--- src/rtl/gray_pix_packer.sv ---
// Float gray value -> 8-bit intensity, packed four pixels per 32-bit word with frame-end marking.
// Optional GRAY_PACK_ROUND_EN selects round-half-away-from-zero; default truncates toward zero.
module gray_pix_packer #(
  parameter int FRAME_PIXELS = 10000
) (
  input  logic        clk,
  input  logic        rst_n,
  input  logic        in_valid,
  output logic        in_ready,
  input  logic [31:0] in_data,
  output logic        out_valid,
  input  logic        out_ready,
  output logic [31:0] out_data,
  output logic [3:0]  out_keep,
  output logic        out_last
);

  localparam logic [19:0] LAST_IDX = 20'(FRAME_PIXELS - 1);

  function automatic logic [7:0] to_byte(input logic [31:0] f);
    logic       s;
    logic [7:0] e;
    logic [22:0] m;
    logic [23:0] mant;
    logic [7:0] sh;
    logic [7:0] q;
`ifdef GRAY_PACK_ROUND_EN
    logic       hb;
    logic [8:0] sum;
`endif
    s    = f[31];
    e    = f[30:23];
    m    = f[22:0];
    mant = {1'b1, m};
    sh   = 8'd150 - e;
    q    = 8'(mant >> sh);
    to_byte = 8'd0;
    if (e == 8'hFF && m != 23'd0)  to_byte = 8'd0;
    else if (s)                     to_byte = 8'd0;
    else if (e == 8'hFF)            to_byte = 8'hFF;
    else if (e >= 8'd135)           to_byte = 8'hFF;
`ifdef GRAY_PACK_ROUND_EN
    else if (e < 8'd126)            to_byte = 8'd0;
    else begin
      // Half bit sits just below the integer part; a carry out to 256 saturates.
      hb  = 1'(mant >> (sh - 8'd1));
      sum = {1'b0, q} + {8'd0, hb};
      to_byte = sum[8] ? 8'hFF : sum[7:0];
    end
`else
    else if (e < 8'd127)            to_byte = 8'd0;
    else                            to_byte = q;
`endif
  endfunction

  logic        c_valid_q, c_valid_d;
  logic [7:0]  c_byte_q, c_byte_d;
  logic [23:0] a_data_q, a_data_d;
  logic [1:0]  a_cnt_q, a_cnt_d;
  logic [19:0] pix_cnt_q, pix_cnt_d;
  logic        o_valid_q, o_valid_d;
  logic [31:0] o_data_q, o_data_d;
  logic [3:0]  o_keep_q, o_keep_d;
  logic        o_last_q, o_last_d;

  logic        c_last, o_free, completes, c_consume;
  logic [31:0] word;
  logic [3:0]  keep;

  always_comb begin
    c_last    = (pix_cnt_q == LAST_IDX);
    o_free    = !o_valid_q || out_ready;
    completes = c_valid_q && (a_cnt_q == 2'd3 || c_last);
    // A completing byte waits for O; any other byte always fits in A.
    c_consume = c_valid_q && (!completes || o_free);
    in_ready  = !c_valid_q || c_consume;

    case (a_cnt_q)
      2'd0:    begin word = {24'd0, c_byte_q};                  keep = 4'h1; end
      2'd1:    begin word = {16'd0, c_byte_q, a_data_q[7:0]};   keep = 4'h3; end
      2'd2:    begin word = {8'd0, c_byte_q, a_data_q[15:0]};   keep = 4'h7; end
      default: begin word = {c_byte_q, a_data_q};               keep = 4'hF; end
    endcase

    c_valid_d = c_valid_q;
    c_byte_d  = c_byte_q;
    a_data_d  = a_data_q;
    a_cnt_d   = a_cnt_q;
    pix_cnt_d = pix_cnt_q;
    o_valid_d = o_valid_q;
    o_data_d  = o_data_q;
    o_keep_d  = o_keep_q;
    o_last_d  = o_last_q;

    if (o_valid_q && out_ready) o_valid_d = 1'b0;

    if (c_consume) begin
      if (completes) begin
        o_valid_d = 1'b1;
        o_data_d  = word;
        o_keep_d  = keep;
        o_last_d  = c_last;
        a_data_d  = 24'd0;
        a_cnt_d   = 2'd0;
      end else begin
        a_data_d = a_data_q | (24'(c_byte_q) << {a_cnt_q, 3'b000});
        a_cnt_d  = a_cnt_q + 2'd1;
      end
      pix_cnt_d = c_last ? 20'd0 : pix_cnt_q + 20'd1;
      c_valid_d = 1'b0;
    end

    if (in_valid && in_ready) begin
      c_valid_d = 1'b1;
      c_byte_d  = to_byte(in_data);
    end
  end

  always_ff @(posedge clk or negedge rst_n) begin
    if (!rst_n) begin
      c_valid_q <= 1'b0;
      c_byte_q  <= 8'd0;
      a_data_q  <= 24'd0;
      a_cnt_q   <= 2'd0;
      pix_cnt_q <= 20'd0;
      o_valid_q <= 1'b0;
      o_data_q  <= 32'd0;
      o_keep_q  <= 4'd0;
      o_last_q  <= 1'b0;
    end else begin
      c_valid_q <= c_valid_d;
      c_byte_q  <= c_byte_d;
      a_data_q  <= a_data_d;
      a_cnt_q   <= a_cnt_d;
      pix_cnt_q <= pix_cnt_d;
      o_valid_q <= o_valid_d;
      o_data_q  <= o_data_d;
      o_keep_q  <= o_keep_d;
      o_last_q  <= o_last_d;
    end
  end

  assign out_valid = o_valid_q;
  assign out_data  = o_data_q;
  assign out_keep  = o_keep_q;
  assign out_last  = o_last_q;

endmodule

--- config.mk ---
export PLATFORM = sky130hd
export DESIGN_NAME = gray_pix_packer
export DESIGN_NICKNAME = d
export VERILOG_FILES = /design/src/rtl/gray_pix_packer.sv
export SDC_FILE = /design/constraint.sdc
export NUM_CORES = 1
export LEC_CHECK = 0
export CAP_MARGIN = 20
export CORE_UTILIZATION = 45
export CTS_BUF_LIST = sky130_fd_sc_hd__clkbuf_4 sky130_fd_sc_hd__clkbuf_8 sky130_fd_sc_hd__clkbuf_16
export CTS_CLUSTER_DIAMETER = 30
export DETAILED_ROUTE_END_ITERATION = 8
export PLACE_DENSITY = 0.68
export SLEW_MARGIN = 10
export SYNTH_ARGS = -nofsm -noshare
export SYNTH_HDL_FRONTEND = slang
export SYNTH_SLANG_ARGS = --single-unit
--- constraint.sdc ---
create_clock -name clk -period 4.59 [get_ports clk]
set_clock_uncertainty 0.05 [all_clocks]
set_input_delay 1.377 -clock clk [delete_from_list [all_inputs] [get_ports clk]]
set_output_delay 1.377 -clock clk [all_outputs]
set_load 0.1 [all_outputs]
# Word-level counts from Yosys, hierarchy flattened
# Cells that the tools add are included.
totals:
  regBits: 93
  in_bits: 36
  out_inout_bits: 39
classes:
  add_sub_neg: 3
  n_lt_le_gt_ge: 2
  n_eq_ne: 5
  shift: 2
  mux: 15
  n_bitwise: 1
  reduce_logical: 16
op_table:
  columns: ["cell", "count"]
  rows:
  - ["$pmux W32 S3", 1]
  - ["$mux W8", 5]
  - ["$mux W24", 1]
  - ["$or A24 B24 Y24", 1]
  - ["$shl A8 B5 Y24", 1]
  - ["$shr A24 B8 Y8", 1]
  - ["$reduce_bool A23 Y1", 1]
  - ["$add A20 B1 Y20 const B", 1]
  - ["$eq A20 B14 Y1 const B", 1]
  - ["$mux W20", 1]
  - ["$pmux W4 S3", 1]
  - ["$eq A8 B8 Y1 const B", 1]
  - ["$ge A8 B8 Y1 const B", 1]
  - ["$lt A8 B7 Y1 const B", 1]
  - ["$sub A8 B8 Y8 const A", 1]
  - ["$logic_and A1 B1 Y1", 5]
  - ["$mux W1", 5]
  - ["$eq A2 B2 Y1 const B", 2]
  - ["$logic_or A1 B1 Y1", 4]
  - ["$logic_not A1 Y1", 3]
  - ["$add A2 B1 Y2 const B", 1]
  - ["$eq A2 B1 Y1 const B", 1]
  - ["$logic_not A2 Y1", 1]
  - ["$mux W2", 1]
  - ["2 further kinds", 2]

# Logic depth before layout (Yosys ltp)
# Gate-level depths: netlist of run 1.
logic_depth:
  word_depth: 9
  mapped_depth: 11
  ltp_nobuf: 7

# Worst setup path after synthesis of run 1
# No wires, ideal clock.
synth_timing:
  path_kind: "register -> output"
  from: "register pix_cnt_q[4]"
  to: "output in_ready"
  arrival_time_ns: 2.182
  t_required_ns: 3.163
  path_slack_ns: 0.981
  path_stages_with_launch: 7
  n_path_buf: 1
  cell_sequence: "dfrtp_1 -> or4b_1 -> or4b_4 -> o21ba_1 -> buf_6 -> nor2_1 -> inv_1"
synth_between:
  elab_chain_cells: 7
synth_lines:
  columns: ["item", "line", "source"]
  rows:
  - ["start, declared", "60", "logic [19:0] pix_cnt_q, pix_cnt_d;"]
  - ["start signal, assigned", "135", "pix_cnt_q <= pix_cnt_d;"]
  - ["$eq A20 B14 Y1", "71", "c_last = (pix_cnt_q == LAST_IDX);"]
  - ["$logic_or A1 B1 Y1", "73", "completes = c_valid_q && (a_cnt_q == 2'd3 || c_last);"]
  - ["$logic_and A1 B1 Y1", "73", null]
  - ["$logic_not A1 Y1", "75", "c_consume = c_valid_q && (!completes || o_free);"]
  - ["$logic_or A1 B1 Y1", "75", null]
  - ["$logic_and A1 B1 Y1", "75", null]
  - ["$logic_or A1 B1 Y1", "76", "in_ready = !c_valid_q || c_consume;"]
  - ["end, declared", "9", "output logic in_ready,"]
# No other way between the ends.

# Worst setup path in the final report of run 1
# Ends and elaborated chain as after synthesis.

==> flow_summary.json, run 1 <==
{
  "outcome": "complete, no violations",
  "cts_root_buffer_type": "clkbuf_8",
  "period_needed_ns": 3.98,
  "cts.clk_slew.worst_paths_ns": 0.10,
  "worst_hold_path_type": "register to register",
  "synth.yosys.seq_area_share": 0.462,
  "cts.hold.buffers_added": 0,
  "syn-mean-instance-area_um2": 10.1,
  "maxCapViolCount": 0,
  "power_density_mw_per_mm2": 622,
  "worstPathRequired_ns": 3.16,
  "vdd.ir_drop.worst_uv": 470,
  "die_y_um": 108,
  "placed_cell_count": 685,
  "min_period_over_period": 0.868,
  "cts_tree": "yes",
  "synth_cells": 497,
  "clock_buffers_created_by_tritoncts": 9,
  "detailedRoute.firstPassIterationCount": 5,
  "fp-row-count": 38,
  "area.growth.synth_to_final_pct": 20.3,
  "groute.usage.overall": 0.212,
  "drv_slew": 0,
  "design.core.area_mm2": 0.0109,
  "die-width_um": 108,
  "total_leakage_power_nw": 2.49,
  "report.power.total_mw": 3.77,
  "clock_insertion_delay_worst_skew_ns": 0.36,
  "critPathCaptureType": "output port",
  "final-instance-count-excl-fill": 702,
  "post_synth_num_cell_types": 47,
  "critical_path_arrival_ns": 2.56,
  "ffs_w_async_s_r_synth": 1.00,
  "drtIter0Drc": 260,
  "drcViolationCount": 0,
  "ff2ff_setup_slack_ns": 1.23,
  "antenna_viol_nets_final": 0,
  "antenna_cells_inserted": 0,
  "drive_above_1_share": 0.0872,
  "relSlewSlack": 0.326,
  "worst-path-max-fanout": 8,
  "finish_stage_setup_viols": 0,
  "num_io_pins": 75,
  "cts_max_level": 3,
  "timing.final.hold_violations": 0,
  "synth_fp_nets": 540,
  "synth_top_flop_cell": "dfrtp_1",
  "mappedNetlistArea_mm2": 0.00503,
  "worstSetupPathType": "register to output port",
  "detailed_place_hpwl_um": 8350,
  "max_clock_freq_mhz": 251,
  "wl_um": 11500,
  "first_global_vias": 3796,
  "rsz0062_at_grt": "false",
  "cts_repair_resize_count": 0,
  "route.detailed.vias_per_inst": 5.84,
  "port_buffers": 74,
  "clock-sinks": 93,
  "fin_setup_tns_ns": 0,
  "initial_utilization": 0.462,
  "area_of_the_die_mm2": 0.0116,
  "crit_path_start_kind": "register",
  "yosysWarningCount": 0,
  "place.gp.congestion": 0.944,
  "grt_start_max_net_pins": 52,
  "layout.nets": 600,
  "post-cts-setup-buffer-count": 0,
  "post-route-util": 0.556,
  "synth.ff_latch_count": 93,
  "grt_antenna_before_repair": 0,
  "synth-edff-count": 0,
  "grt_first_pass_wirelength_um": 19300,
  "tightestPinTransition_ns": 1.00,
  "drt-wirelength-per-cell_um": 16.4,
  "vias": 4099,
  "grt-ovfl-total": 0,
  "cts_max_path_buffers": 2
}
[power breakdown]
group          switching [mW]  total [mW]  leakage, nW  internal (mW)
registers               0.190        1.27         1.22           1.08
logic                    1.40        1.94         1.16          0.537
clock network           0.301       0.561        0.106          0.260
total                    1.90        3.77         2.49           1.87
[per-stage QoR]
stage / cell area, µm² / setup slack [ns] / hold WS (ns)
4_1_cts: 6050 / 0.600 / 0.436
3_3_place_gp: 5820 / 0.657 / 0.404
3_5_place_dp: 5850 / 0.528 / 0.412
6_report: 6060 / 0.607 / 0.432
2_1_floorplan: 5030 / 0.981 / 0.393
5_1_grt: 6060 / 0.496 / 0.452
[routing by layer]
metal | GRT usage | share of wire
met5 | 0 | 0
met4 | 0.0597 | 0.016
met3 | 0.0430 | 0.048
met2 | 0.323 | 0.46
met1 | 0.306 | 0.47
[path summary, 6_finish.rpt]
path	start	endpoint	depth (start not counted)
hold reg to reg	out_keep[0]	out_keep[0]	1
hold / removal	out_keep[0]	out_keep[0]	1
max in group asynchronous	rst_n	c_byte_q[0]	2
setup / recovery	pix_cnt_q[4]	in_ready	6
setup reg to reg	pix_cnt_q[4]	out_data[3]	6
min in group asynchronous	rst_n	out_data[27]	1
[critical path, stage by stage (launching register included)]
cell and delay (ns):
dfrtp_1 0.44, or4b_1 0.55, or4b_4 0.52, o21ba_1 0.28
nor2_1 0.16, inv_1 0.09, buf_12 0.17
[placed cells by master (no fill, tap or decap), types with 5 or more instances in the layout]
master	count
a211oi_1	9
clkbuf_8	9
nand2_1	79
a22oi_1	10
a22o_1	24
nor2b_1	11
xor2_1	10
mux4_2	14
dfrtp_1	93
nand3_1	15
nor2_1	32
ha_1	7
buf_4	9
xnor2_1	13
nor4_1	8
mux2i_1	5
nor3_1	10
inv_1	7
nand4_1	8
clkdlybuf4s50_1	72
o211ai_1	9
o21ai_0	34
a221o_1	15
[layout make-up]
type / count / area [µm²]
clock buffers: 9 / 124
clock inverters: 7 / 77.6
fillers: 1010 / 4830
inverters: 7 / 26.3
multi-input cells: 363 / 2490
flip-flops and latches: 93 / 2330
well taps: 140 / 175
repair buffers: 83 / 836
[flip-flops by register name, indices dropped and copies added, names as in the netlist]
register / count
a_cnt_q: 2
out_keep: 4
out_data: 32
pix_cnt_q: 20
a_data_q: 24
c_byte_q: 8
c_valid_q: 1
out_valid: 1
out_last: 1
[Yosys cell counts, drive strengths merged, types with 2 or more instances]
library cell,n,area [µm²]
a22oi,10,75.1
a21o,4,30.0
a221o,15,150
buf,21,141
nor3,10,50.1
nand2,79,297
mux2,2,22.5
xor2,10,87.6
o211ai,9,67.6
or3,4,25.0
ha,7,87.6
nor2,33,140
nand3b,2,15.0
and3,4,25.0
mux2i,5,50.1
inv,7,26.3
nand2b,3,18.8
nor4,8,50.1
dfrtp,93,2330
or4b,2,23.8
xnor2,13,114
o31ai,3,22.5
nand4,8,50.1
a22o,24,210
a21oi,4,20.0
nand3,15,75.1
or2,2,12.5
a31oi,4,25.0
clkbuf,13,48.8
a211oi,9,67.6
nor2b,11,68.8
o22ai,3,18.8
o21ai,38,190
mux4,14,315
[cells by family (layout without fill, tap and decap cells)]
group	after synthesis	in the layout	synth area share
xor+xnor	23	23	0.0400
fa+ha+maj	7	7	0.0174
simple gates	182	182	0.173
compound gates	130	130	0.187
mux	21	21	0.0771
buf+inv	41	106	0.0430
flops	93	93	0.462
Power figures use the tool's default switching activity.
==> run 2: changes to the inputs <==
--- a/config.mk
+++ b/config.mk
@@ -10,6 +10,7 @@
 export CTS_BUF_LIST = sky130_fd_sc_hd__clkbuf_4 sky130_fd_sc_hd__clkbuf_8 sky130_fd_sc_hd__clkbuf_16
 export CTS_CLUSTER_DIAMETER = 30
 export DETAILED_ROUTE_END_ITERATION = 8
+export HOLD_SLACK_MARGIN = 0.12
 export PLACE_DENSITY = 0.68
 export SLEW_MARGIN = 10
 export SYNTH_ARGS = -nofsm -noshare
==> results of run 2 <==
No change in the layout: final DEF, timing and power equal those of run 1.
==> run 3: changes to the inputs <==
--- a/config.mk
+++ b/config.mk
@@ -5,13 +5,14 @@
 export SDC_FILE = /design/constraint.sdc
 export NUM_CORES = 1
 export LEC_CHECK = 0
+export ABC_AREA = 1
 export CAP_MARGIN = 20
 export CORE_UTILIZATION = 45
 export CTS_BUF_LIST = sky130_fd_sc_hd__clkbuf_4 sky130_fd_sc_hd__clkbuf_8 sky130_fd_sc_hd__clkbuf_16
 export CTS_CLUSTER_DIAMETER = 30
 export DETAILED_ROUTE_END_ITERATION = 8
 export HOLD_SLACK_MARGIN = 0.12
-export PLACE_DENSITY = 0.68
+export PLACE_DENSITY = 0.67
 export SLEW_MARGIN = 10
 export SYNTH_ARGS = -nofsm -noshare
 export SYNTH_HDL_FRONTEND = slang
==> flow_summary.json, run 3 <==
{
  "cts_repair_resize_count": 0,
  "synth_simple_gate_area_share": 0.376,
  "syn-mean-instance-area_um2": 7.45,
  "period_needed_ns": 3.72,
  "antenna_cells_inserted": 0,
  "post-route-util": 0.562,
  "vias": 5517,
  "power_density_mw_per_mm2": 591,
  "place_worst_setup_slack_ns": 0.598,
  "xor_and_xnor_area_share_after_synthesis": 0.0258,
  "detailed_place_hpwl_um": 10700,
  "power.clock.fraction": 0.187,
  "drt-wirelength-per-cell_um": 14.5,
  "die_y_um": 115,
  "synth_common_cells": "nand2_1 (188), nand3_1 (151), dfrtp_1 (93)",
  "critPathMostFrequentCell": "nand2_1",
  "ffs_w_async_s_r_synth": 1.00,
  "globalRouteMet2Util": 0.364,
  "die-width_um": 115,
  "muxShareOfSynthArea": 0,
  "synth-adder-area-share": 0.0152,
  "yosys.cell_count.top_type": "nand2_1",
  "clock_insertion_delay_worst_skew_ns": 0.34,
  "design.core.area_mm2": 0.0123,
  "maxCapViolCount": 0,
  "tightestPinTransition_ns": 0.979,
  "max_clock_freq_mhz": 269,
  "cts.hold.buffers_added": 0,
  "grt-ovfl-total": 0,
  "fin_setup_tns_ns": 0,
  "cts_root_buffer_type": "clkbuf_16",
  "hold_start": "pix_cnt_q[7]",
  "cts.clk_slew.worst_paths_ns": 0.07,
  "rsz0062_at_grt": "false",
  "groute.usage.overall": 0.232,
  "fp-row-count": 40,
  "wl_um": 14500,
  "setup_slack_ns": 0.868,
  "drv_slew": 0,
  "netlist.area_leader.share": 0.403,
  "worst_hold_path_type": "register to register",
  "worstSetupPathType": "input pin to register",
  "drcViolationCount": 0,
  "critPathSlowestCell": "nor2_2",
  "critical_path.cell_chain": "clkdlybuf4s50_1, buf_4, nand3_2, xor2_1, clkinv_1, nor2_2, nand2_1, nand2_1, inv_1, nand2_1, nand2_1, nand2_1, nand2_1, nand2_1, nand2_1",
  "outcome": "complete, no violations",
  "grt_antenna_before_repair": 0,
  "crit_path_start_kind": "input pin",
  "clock-sinks": 93,
  "drive_above_1_share": 0.0717,
  "placed_cell_count": 989,
  "grt_start_max_net_pins": 73,
  "largest_register_ffs": 32,
  "critPathCaptureType": "register",
  "worst_hold_path.num_cells": 1,
  "grt.met3_usage": 0.0443,
  "port_buffers": 74,
  "grtUsageMet1": 0.332,
  "critical_path_arrival_ns": 3.91,
  "relSlewSlack": 0.345,
  "synth.yosys.seq_area_share": 0.403,
  "vdd.ir_drop.worst_uv": 320,
  "detailedRoute.firstPassIterationCount": 5,
  "setup.worst_path.start": "in_data[23]",
  "synth.ff_latch_count": 93,
  "antenna_viol_nets_final": 0,
  "synth-edff-count": 0,
  "mappedNetlistArea_mm2": 0.00577,
  "place.gp.congestion": 0.894,
  "final_common_cell": "nand2_1",
  "drtIter0Drc": 328,
  "reg2reg_depth": 11,
  "layout_common_cells": "nand2_1 (188), nand3_1 (151), dfrtp_1 (93)",
  "yosysWarningCount": 0,
  "synth_top_flop_cell": "dfrtp_1",
  "num_io_pins": 75,
  "regToRegStartpoint": "pix_cnt_q[0]",
  "synthTopCellsByArea": "dfrtp_1 (40%), nand3_1 (13%), nand2_1 (12%)",
  "min_period_over_period": 0.811,
  "final-instance-count-excl-fill": 1005,
  "post-cts-setup-buffer-count": 0,
  "share_comb_of_total_power": 0.500,
  "cts_max_level": 3,
  "worst-path-max-fanout": 26,
  "cts_tree": "yes",
  "synth_fp_nets": 817,
  "netSwitchingPower_mw": 2.05,
  "timing.final.hold_violations": 0,
  "clock_buffers_created_by_tritoncts": 9,
  "total_leakage_power_nw": 3.09,
  "seq_power_share": 0.313,
  "synth_top_family_by_area": "simple AND/OR/NAND/NOR gates",
  "finish_stage_setup_viols": 0,
  "post_synth_num_cell_types": 45,
  "area_of_the_die_mm2": 0.0133,
  "grt_first_pass_wirelength_um": 24300,
  "p_int_mw": 2.03,
  "sw_frac_of_total": 0.502,
  "synth_cells": 774,
  "first_global_vias": 5051,
  "ff2ff_setup_slack_ns": 1.66,
  "area.growth.synth_to_final_pct": 19.4,
  "layout.nets": 875,
  "largest_incremental_delay_on_the_critical_path_ns": 0.52,
  "initial_utilization": 0.471,
  "synth_compound_gate_area_share": 0.0939,
  "synth_area_leader_cell": "dfrtp_1",
  "worstPathRequired_ns": 4.78,
  "gr-max-usage-layer": "met2",
  "cts_max_path_buffers": 2,
  "route.detailed.vias_per_inst": 5.49
}
[run 3: cell count changes after synthesis, moves of 10 or more]
cell / change
nand3_1: +136
nand2_1: +109
a21oi_1: +25
nor4_1: +10
o21ai_0: -15
inv_1: +58
a22o_1: -24
nor2b_1: -11
xnor2_1: -12
a221o_1: -15
nand4_1: +11
mux4_2: -14
[run 3: layout make-up]
type                            instances  area, µm²
Multi-Input combinational cell        570       2950
Timing Repair Buffer                   82        808
Clock inverter                          7       80.1
Fill cell                            1164       5380
Clock buffer                            9        225
Sequential cell                        93       2330
Inverter                               76        288
Tap cell                              168        210
[run 3: final timing paths]
kind | endpoint
worst max-delay path | c_byte_q[0]
worst min-delay path | pix_cnt_q[7]
worst max register to register | out_data[15]
worst min register to register | pix_cnt_q[7]
max in group asynchronous | out_data[17]
min in group asynchronous | out_data[6]
[run 3: cell families after synthesis]
| family | count (synthesis) |
|---|---|
| AOI/OAI and AO/OA | 86 |
| DFF | 93 |
| xor gates and xnor gates | 17 |
| and+or+nand+nor | 460 |
| buffers and inverters | 111 |
| adders and majority gates | 7 |
[run 3: power by group through the flow]
stage	registers, mW	logic, mW	clock network (mW)
after CTS	1.28	2.04	0.775
after global routing	1.31	2.19	0.810
final	1.27	2.04	0.762
after global placement	1.28	2.01	0
after detailed placement	1.29	2.03	0
after floorplan	2.08	0.738	0
[run 3: stage by stage]
stage | cell area (µm²) | power, mW | hold WS (ns)
after CTS | 6890 | 4.09 | 0.427
after detailed placement | 6580 | 3.32 | 0.414
after global placement | 6580 | 3.29 | 0.408
after global routing | 6890 | 4.31 | 0.453
final | 6890 | 4.07 | 0.418
after floorplan | 5770 | 2.82 | 0.392
[run 3: per-layer routing]
| metal | vias up | share of wire |
|---|---|---|
| li1 | 2734 | - |
| met5 | - | 0 |
| met4 | 0 | 0.013 |
| met3 | 16 | 0.052 |
| met1 | 2622 | 0.47 |
| met2 | 145 | 0.46 |
[run 3: critical path, delay by kind of cell]
| family | cells | cell delay, ns |
|---|---|---|
| XOR/XNOR | 1 | 0.18 |
| AND/OR/NAND/NOR | 10 | 1.21 |
| buffers and inverters | 4 | 1.13 |
